--- src/rtl/prg_loader.sv ---
// Serial program loader: oversampled 3-wire frame {auto, addr, data} in, single-cycle
// code RAM write out, core held while programming.
//
// state   | meaning
// --------+----------------------------------------------------------
// S_IDLE  | programming disabled; pin edges ignored, status readable
// S_SHIFT | collecting frame bits on sclk, committing on latch
// S_WRITE | one cycle; issues the RAM write and updates status
module prg_loader #(
  parameter int ADDR_W      = 8,
  parameter int DATA_W      = 8,
  parameter int SYNC_STAGES = 2
) (
  input  logic              clk,
  input  logic              nreset,
  input  logic              prg_en,
  input  logic              prg_din,
  input  logic              prg_sclk,
  input  logic              prg_latch,
  output logic              mem_we,
  output logic [ADDR_W-1:0] mem_addr,
  output logic [DATA_W-1:0] mem_wdata,
  output logic              core_hold,
  output logic              busy,
  output logic              frame_err,
  output logic [ADDR_W:0]   word_count,
  output logic [DATA_W-1:0] checksum
);

  localparam int FRAME_W = 1 + ADDR_W + DATA_W;
  localparam int CNT_W   = $clog2(FRAME_W + 2);
  localparam logic [CNT_W-1:0] CNT_FULL = CNT_W'(FRAME_W);
  localparam logic [CNT_W-1:0] CNT_SAT  = CNT_W'(FRAME_W + 1);

  typedef enum logic [1:0] {S_IDLE, S_SHIFT, S_WRITE} state_t;

  state_t r_state, w_state_nxt;

  logic [SYNC_STAGES-1:0] r_din_sync, r_sclk_sync, r_latch_sync;
  logic                   r_din_d, r_sclk_d, r_latch_d;
  logic                   r_sclk_rise, r_latch_rise;

  logic [FRAME_W-1:0] r_shift;
  logic [CNT_W-1:0]   r_bit_cnt;
  logic [ADDR_W-1:0]  r_ptr;
  logic               r_mem_we, r_core_hold, r_frame_err;
  logic [ADDR_W-1:0]  r_mem_addr;
  logic [DATA_W-1:0]  r_mem_wdata, r_checksum;
  logic [ADDR_W:0]    r_word_count;

  logic               w_frame_ok;
  logic               w_auto;
  logic [ADDR_W-1:0]  w_addr_f, w_wr_addr;
  logic [DATA_W-1:0]  w_data_f;

  // Edge pulses are registered so din, sclk and latch all see the same depth.
  always_ff @(posedge clk or negedge nreset) begin
    if (!nreset) begin
      r_din_sync   <= '0;
      r_sclk_sync  <= '0;
      r_latch_sync <= '0;
      r_din_d      <= 1'b0;
      r_sclk_d     <= 1'b0;
      r_latch_d    <= 1'b0;
      r_sclk_rise  <= 1'b0;
      r_latch_rise <= 1'b0;
    end else begin
      r_din_sync   <= {r_din_sync[SYNC_STAGES-2:0], prg_din};
      r_sclk_sync  <= {r_sclk_sync[SYNC_STAGES-2:0], prg_sclk};
      r_latch_sync <= {r_latch_sync[SYNC_STAGES-2:0], prg_latch};
      r_din_d      <= r_din_sync[SYNC_STAGES-1];
      r_sclk_d     <= r_sclk_sync[SYNC_STAGES-1];
      r_latch_d    <= r_latch_sync[SYNC_STAGES-1];
      r_sclk_rise  <= r_sclk_sync[SYNC_STAGES-1] & ~r_sclk_d;
      r_latch_rise <= r_latch_sync[SYNC_STAGES-1] & ~r_latch_d;
    end
  end

  assign w_frame_ok = (r_bit_cnt == CNT_FULL);
  assign w_auto     = r_shift[FRAME_W-1];
  assign w_addr_f   = r_shift[DATA_W +: ADDR_W];
  assign w_data_f   = r_shift[DATA_W-1:0];
  assign w_wr_addr  = w_auto ? r_ptr : w_addr_f;

  always_ff @(posedge clk or negedge nreset) begin
    if (!nreset) r_state <= S_IDLE;
    else         r_state <= w_state_nxt;
  end

  always_comb begin
    w_state_nxt = r_state;
    case (r_state)
      S_IDLE:  if (prg_en) w_state_nxt = S_SHIFT;
      S_SHIFT: begin
        if (!prg_en)                         w_state_nxt = S_IDLE;
        else if (r_latch_rise && w_frame_ok) w_state_nxt = S_WRITE;
      end
      S_WRITE: w_state_nxt = prg_en ? S_SHIFT : S_IDLE;
      default: w_state_nxt = S_IDLE;
    endcase
  end

  always_ff @(posedge clk or negedge nreset) begin
    if (!nreset) begin
      r_shift      <= '0;
      r_bit_cnt    <= '0;
      r_ptr        <= '0;
      r_mem_we     <= 1'b0;
      r_mem_addr   <= '0;
      r_mem_wdata  <= '0;
      r_core_hold  <= 1'b0;
      r_frame_err  <= 1'b0;
      r_word_count <= '0;
      r_checksum   <= '0;
    end else begin
      r_mem_we    <= 1'b0;
      r_core_hold <= prg_en | (r_state != S_IDLE);
      case (r_state)
        S_IDLE: begin
          if (prg_en) begin
            r_bit_cnt    <= '0;
            r_ptr        <= '0;
            r_frame_err  <= 1'b0;
            r_word_count <= '0;
            r_checksum   <= '0;
          end
        end
        S_SHIFT: begin
          if (!prg_en) begin
            r_bit_cnt <= '0;
          end else if (r_latch_rise) begin
            // A good latch leaves the count at FRAME_W until WRITE clears it.
            if (!w_frame_ok) begin
              r_frame_err <= 1'b1;
              r_bit_cnt   <= '0;
            end
          end else if (r_sclk_rise) begin
            r_shift <= {r_shift[FRAME_W-2:0], r_din_d};
            if (r_bit_cnt != CNT_SAT) r_bit_cnt <= r_bit_cnt + 1'b1;
          end
        end
        S_WRITE: begin
          r_mem_we    <= 1'b1;
          r_mem_addr  <= w_wr_addr;
          r_mem_wdata <= w_data_f;
          r_ptr       <= w_wr_addr + 1'b1;
          r_checksum  <= r_checksum ^ w_data_f;
          if (r_word_count != '1) r_word_count <= r_word_count + 1'b1;
          if (r_sclk_rise) begin
            r_shift   <= {r_shift[FRAME_W-2:0], r_din_d};
            r_bit_cnt <= CNT_W'(1);
          end else begin
            r_bit_cnt <= '0;
          end
        end
        default: r_bit_cnt <= '0;
      endcase
    end
  end

  assign mem_we     = r_mem_we;
  assign mem_addr   = r_mem_addr;
  assign mem_wdata  = r_mem_wdata;
  assign core_hold  = r_core_hold;
  assign busy       = (r_bit_cnt != '0) | (r_state == S_WRITE);
  assign frame_err  = r_frame_err;
  assign word_count = r_word_count;
  assign checksum   = r_checksum;

endmodule

--- config.mk ---
export PLATFORM = sky130hd
export DESIGN_NAME = prg_loader
export DESIGN_NICKNAME = d
export VERILOG_FILES = /design/src/rtl/prg_loader.sv
export SDC_FILE = /design/constraint.sdc
export NUM_CORES = 1
export LEC_CHECK = 0
export BUFFER_PORTS_ARGS = -buffer_cell sky130_fd_sc_hd__clkbuf_2
export CORE_ASPECT_RATIO = 1.4
export CORE_MARGIN = 1
export CORE_UTILIZATION = 61
export DETAILED_ROUTE_END_ITERATION = 10
export HOLD_SLACK_MARGIN = 0.03
export PLACE_DENSITY = 0.83
export SYNTH_ARGS = -nofsm -noshare
export SYNTH_HDL_FRONTEND = slang
export SYNTH_SLANG_ARGS = --single-unit
export TNS_END_PERCENT = 1
--- constraint.sdc ---
create_clock -name clk -period 3.9 [get_ports clk]
set_clock_uncertainty 0.1 [all_clocks]
set_input_delay 0.195 -clock clk [delete_from_list [all_inputs] [get_ports clk]]
set_output_delay 0.195 -clock clk [all_outputs]
set_load 0.03 [all_outputs]
* After elaboration in Yosys (flattened, before gate mapping) *
Cells that the tools add are included.

storage, ports and cells
  register bits after elaboration = 79
  output and inout port bits = 37
  input port bits = 6

cells by class
  muxes and demuxes = 30
  equality and inequality tests = 15
  bitwise operators = 7
  add/subtract/negate cells = 3
  reductions and logical operators = 13

operators by type and width
  cell                                          count
  two-way mux 17 bit                            3
  one-hot mux 17 bit (2 select lines)           1
  one-hot mux 8 bit (2 select lines)            2
  two-way mux 5 bit                             6
  two-way mux 9 bit                             2
  one-hot mux 9 bit (2 select lines)            1
  two-way mux 8 bit                             2
  one-hot mux 5 bit (3 select lines)            1
  inequality test 2 bit, second input constant  6
  inequality test 4 bit, second input constant  3
  adder 9 x 1 -> 9 bit, second input constant   1
  inequality test 9 bit, second input constant  1
  adder 8 x 1 -> 8 bit, second input constant   1
  nonzero test 2 bit                            4
  XOR 8 bit                                     1
  two-way mux 1 bit                             7
  two-way mux 2 bit                             3
  one-hot mux 2 bit (3 select lines)            1
  AND reduction 3 bit                           2
  adder 5 x 1 -> 5 bit, second input constant   1
  == test 5 bit, second input constant          1
  inequality test 5 bit, second input constant  1
  AND reduction 5 bit                           1
  nonzero test 5 bit                            1
  other kinds (11)                              15

* Depth between registers and ports, before layout *
  word-level depth = 6
  gate-level depth with buffers = 9
  depth with buffers taken out = 8

* Worst setup path after synthesis *
Ideal clock, no wire load.

  path kind = register to register
  start point = reg r_word_count[2] (netlist: word_count[2])
  end point = reg r_word_count[7] (netlist: word_count[7])
  stages on the path, launching flop included = 10
  slack = 1840 ps
  library setup time = 78 ps
  required time = 3722 ps
  clock period less this slack = 2060 ps
  arrival = 1883 ps
  buffers on the path = 1
  path through = dfrtp_1 and3_1 nand3_1 nor2_1 ha_1 buf_1 nand2_1 nand3_1 or3_1 a21oi_1

between the ends
  word-level cells in the longest chain between the ends = 3

RTL lines
  element                                                                           line  text
  start: declaration                                                                49    logic [ADDR_W:0] r_word_count;
  start signal: assignment                                                          148   if (r_word_count != '1) r_word_count <= r_word_count + 1'b1;
  adder 9 x 1 -> 9 bit / inequality test 9 bit (equally long branches)              148
  two-way mux 9 bit / inequality test 2 bit (equally long branches)                 n/a
  one-hot mux 9 bit (2 select lines) / AND reduction 3 bit (equally long branches)  n/a

Several ways; a longest one is shown, not always the timed one. The select of a mux whose other input is x is not followed.
A chain may end at the register's enable or synchronous reset.

* Worst setup path in the final report *
  start point = reg r_state[0]
  end point = reg r_ptr[4]

between the ends
  word-level cells in the longest chain between the ends = 3

RTL lines
  element                                                                       line  text
  start: declaration                                                            37    state_t r_state, w_state_nxt;
  start signal: assignment                                                      87    else r_state <= w_state_nxt;
  == test 2 bit / zero test 2 bit (equally long branches)                       118   case (r_state)
  nonzero test 2 bit (no line) / inequality test 2 bit (equally long branches)  n/a
  AND reduction 2 bit (no line)                                                 n/a
  end signal: assignment                                                        146   r_ptr <= w_wr_addr + 1'b1;
  end: declaration                                                              45    logic [ADDR_W-1:0] r_ptr;

Several ways; a longest one is shown, not always the timed one.

==> reports/qor.json <==
{
  "yosys_most_used_dff": "sky130_fd_sc_hd__dfrtp_1",
  "synth_top_cell_by_area": "sky130_fd_sc_hd__dfrtp_1",
  "avgSynthCellArea_um2": 11.3,
  "timing.critical_path.arrival_ns": 2.69,
  "route.detailed.vias_per_inst": 5.89,
  "ctsHtreeMaxLevel": 3,
  "max_stage_delay_ns": 0.89,
  "io_pins": 43,
  "die_area_um2": 6230,
  "grt_antenna_before_repair": 0,
  "gp_congestion": 0.922,
  "timing.hold.worst.class": "in -> reg",
  "post_cts_hold_buffer_count": 4,
  "grt_max_degree": 80,
  "cp_cell_sequence": "inv_1 -> ha_1 -> nor2b_1 -> inv_1 -> nand2_1 -> o21ai_0",
  "timing_max_transition_violations_final": 0,
  "ctsRootBufferMaster": "sky130_fd_sc_hd__clkbuf_8",
  "critical_path.startpoint": "r_state[0]",
  "num_rows": 32,
  "clock_insertion_delay_worst_skew_ns": 0.35,
  "cp_data_required_time_ns": 4.02,
  "place.detailed.hpwl_mm": 4.62,
  "async_s_r_ff_share_synth_pct": 100,
  "cts_num_sinks": 79,
  "timing.critical_path.from_type": "flip-flop",
  "filler_cell_count": 409,
  "comb_power_share_pct": 15.1,
  "postRouteWirelength_mm": 6.97,
  "fp.dieW_um": 67.0,
  "die_h_um": 93.0,
  "crit_path_end_kind": "flip-flop",
  "core_area_um2": 5610,
  "num_vias": 2587,
  "hold_start": "prg_en",
  "proportion_of_synthesized_chip_area_in_sequential_cells_pct": 54.8,
  "cts_post_setup_buffers_inserted": 0,
  "report.power.total_uw": 1750,
  "stdcell_area_um2": 4090,
  "max_cap_violations": 0,
  "outcome": "completed",
  "detailedRoute.firstIterationViolations": 156,
  "synthTopCellsByArea": "sky130_fd_sc_hd__dfrtp_1, sky130_fd_sc_hd__mux2i_1, sky130_fd_sc_hd__mux2_1",
  "stdcell_count": 439,
  "tritoncts": "done",
  "slew_headroom_pct": 28.1,
  "fmax_mhz": 388,
  "final-hold-violation-count": 0,
  "tightest_slew_ns": 1.08,
  "critPathMaxFanout": 15,
  "synthDistinctLibCells": 52,
  "synthCells": 320,
  "drt_first_pass_iters": 4,
  "cts_resized": 0,
  "switching_power_uw": 497,
  "finalCriticalPeriod_ns": 2.57,
  "power.density_nw_per_um2": 427,
  "net_count_synth": 337,
  "ant_nets": 0,
  "wl_per_cell_um": 15.9,
  "critical-path-top-delay-family": "simple AND/OR/NAND/NOR gates",
  "vdd_ir_drop_max_v": 0.000395,
  "regToRegStartpoint": "r_state[0]",
  "power.share.switching_pct": 28.4,
  "critical_path.most_common_cell": "sky130_fd_sc_hd__inv_1",
  "clock_tree.buffer_depth": 2,
  "synth_seq_cells": 79,
  "nets": 383,
  "yosys_warnings": 0,
  "post_route_cells_drive_above_1_share_pct": 21.3,
  "syn_to_final_growth_pct": 13.5,
  "post-route-period-util_pct": 66.0,
  "crit_path_slowest_cell": "sky130_fd_sc_hd__nor2b_1",
  "groute.usage.overall_pct": 25.8,
  "global_route_wire_length_before_repair_mm": 11.9,
  "power.internal_uw": 1250,
  "grt.overflow.total": 0,
  "synth-edff-count": 0,
  "num_antenna_cells": 0,
  "clk_transition_reported_paths_ns": 0.08,
  "critical_path_buf_inv_count": 2,
  "placedInstanceArea_um2": 3860,
  "mappedNetlistArea_um2": 3610,
  "setup_total_negative_slack_ns": 0,
  "place_inst": 419,
  "power.share.sequential_pct": 51.5,
  "worstSetupPathType": "reg -> reg",
  "power.clock.fraction_pct": 33.4,
  "leakage_power_figure_uw": 0.00193,
  "grt_pass1_vias": 2601,
  "synth_largest_type_area_fraction_pct": 54.8,
  "port_buffers": 42,
  "setup_viol": 0,
  "floorplan.initialDensity_pct": 64.4,
  "drt_drc_violations_left": 0,
  "cts_made_buffers": 9,
  "grt_setup_unrepaired": "false"
}
-- path summary, 6_finish.rpt --
path / end / slack (ns) / depth (start not counted)
max reg2reg: r_ptr[4] / 1.33 / 6
max in group asynchronous: checksum[7] / 2.62 / 2
min: r_state[0] / 0.19 / 3
max: r_ptr[4] / 1.33 / 6
min in group asynchronous: word_count[5] / 0.42 / 2
min reg2reg: r_latch_sync[1] / 0.26 / 0
-- cells by family after synthesis --
kind of cell / after synthesis / synth area share, %
buf+inv: 27 / 3.09
mux: 46 / 13.8
compound gates: 60 / 10.7
xor+xnor: 7 / 1.70
flops: 79 / 54.8
simple gates: 90 / 12.1
fa+ha+maj: 11 / 3.82
-- synthesized netlist by cell type (9+ instances only) --
| library cell | n |
|---|---|
| sky130_fd_sc_hd__nor2_1 | 23 |
| sky130_fd_sc_hd__nand2_1 | 29 |
| sky130_fd_sc_hd__mux2_1 | 14 |
| sky130_fd_sc_hd__a21oi_1 | 14 |
| sky130_fd_sc_hd__o21ai_0 | 18 |
| sky130_fd_sc_hd__mux2i_1 | 19 |
| sky130_fd_sc_hd__dfrtp_1 | 79 |
| sky130_fd_sc_hd__clkbuf_1 | 9 |
| sky130_fd_sc_hd__mux2_2 | 12 |
| sky130_fd_sc_hd__ha_1 | 11 |
| sky130_fd_sc_hd__inv_1 | 13 |
-- worst min-delay path: stages --
cell and delay [ns]:
sky130_fd_sc_hd__clkbuf_2 0.17, sky130_fd_sc_hd__inv_1 0.11, sky130_fd_sc_hd__o41ai_1 0.10
-- area by class of cell --
| class | instances | area, µm² | area share (%) |
|---|---|---|---|
| multi-input combinational | 214 | 1520 | 37.2 |
| timing repair buffer | 48 | 268 | 6.54 |
| clock buffer | 10 | 128 | 3.12 |
| clock inverter | 6 | 61.3 | 1.50 |
| sequential | 79 | 1980 | 48.3 |
| tap | 68 | 85.1 | 2.08 |
| inverter | 14 | 52.6 | 1.28 |
-- power by group through the flow --
| stage | logic [µW] | clock network (µW) | registers, µW |
|---|---|---|---|
| CTS | 265 | 598 | 900 |
| global route | 291 | 639 | 906 |
| detailed placement | 258 | 0 | 914 |
| finish | 264 | 583 | 901 |
| floorplan | 173 | 0 | 919 |
| global placement | 253 | 0 | 913 |
-- registers in the layout, summed over array words and instances, names as in the netlist, 2 cells and up --
signal	cells
r_state	2
r_shift	17
r_latch_sync	2
mem_wdata	8
word_count	9
mem_addr	8
r_bit_cnt	5
checksum	8
r_sclk_sync	2
r_ptr	8
r_din_sync	2
-- cells in the final DEF, fill, tap and decap left out, types with 9 or more instances in the layout --
cell / netlist / layout
sky130_fd_sc_hd__clkbuf_8: 0 / 9
sky130_fd_sc_hd__dfrtp_1: 79 / 79
sky130_fd_sc_hd__inv_1: 13 / 13
sky130_fd_sc_hd__nand2_1: 29 / 29
sky130_fd_sc_hd__a21oi_1: 14 / 14
sky130_fd_sc_hd__clkbuf_2: 0 / 41
sky130_fd_sc_hd__mux2_1: 14 / 14
sky130_fd_sc_hd__ha_1: 11 / 11
sky130_fd_sc_hd__mux2i_1: 19 / 18
sky130_fd_sc_hd__nor2_1: 23 / 23
sky130_fd_sc_hd__mux2_2: 12 / 12
sky130_fd_sc_hd__o21ai_0: 18 / 18
-- stage by stage --
| stage | hold WS [ns] | setup slack [ns] | utilization [%] |
|---|---|---|---|
| global route | 0.162 | 1.15 | 73.0 |
| CTS | 0.151 | 1.37 | 73.0 |
| detailed placement | 0.205 | 1.41 | 69.0 |
| global placement | 0.204 | 1.54 | 69.0 |
| finish | 0.187 | 1.33 | 73.0 |
| floorplan | -0.201 | 1.84 | - |
-- layer usage --
metal,vias up,GRT usage [%],wire [µm]
li1,1228,-,-
met1,1281,30.6,2980
met2,67,41.0,3550
met3,11,9.51,306
met4,0,11.9,121
met5,-,0,0
(Power assumes the default switching activity.)
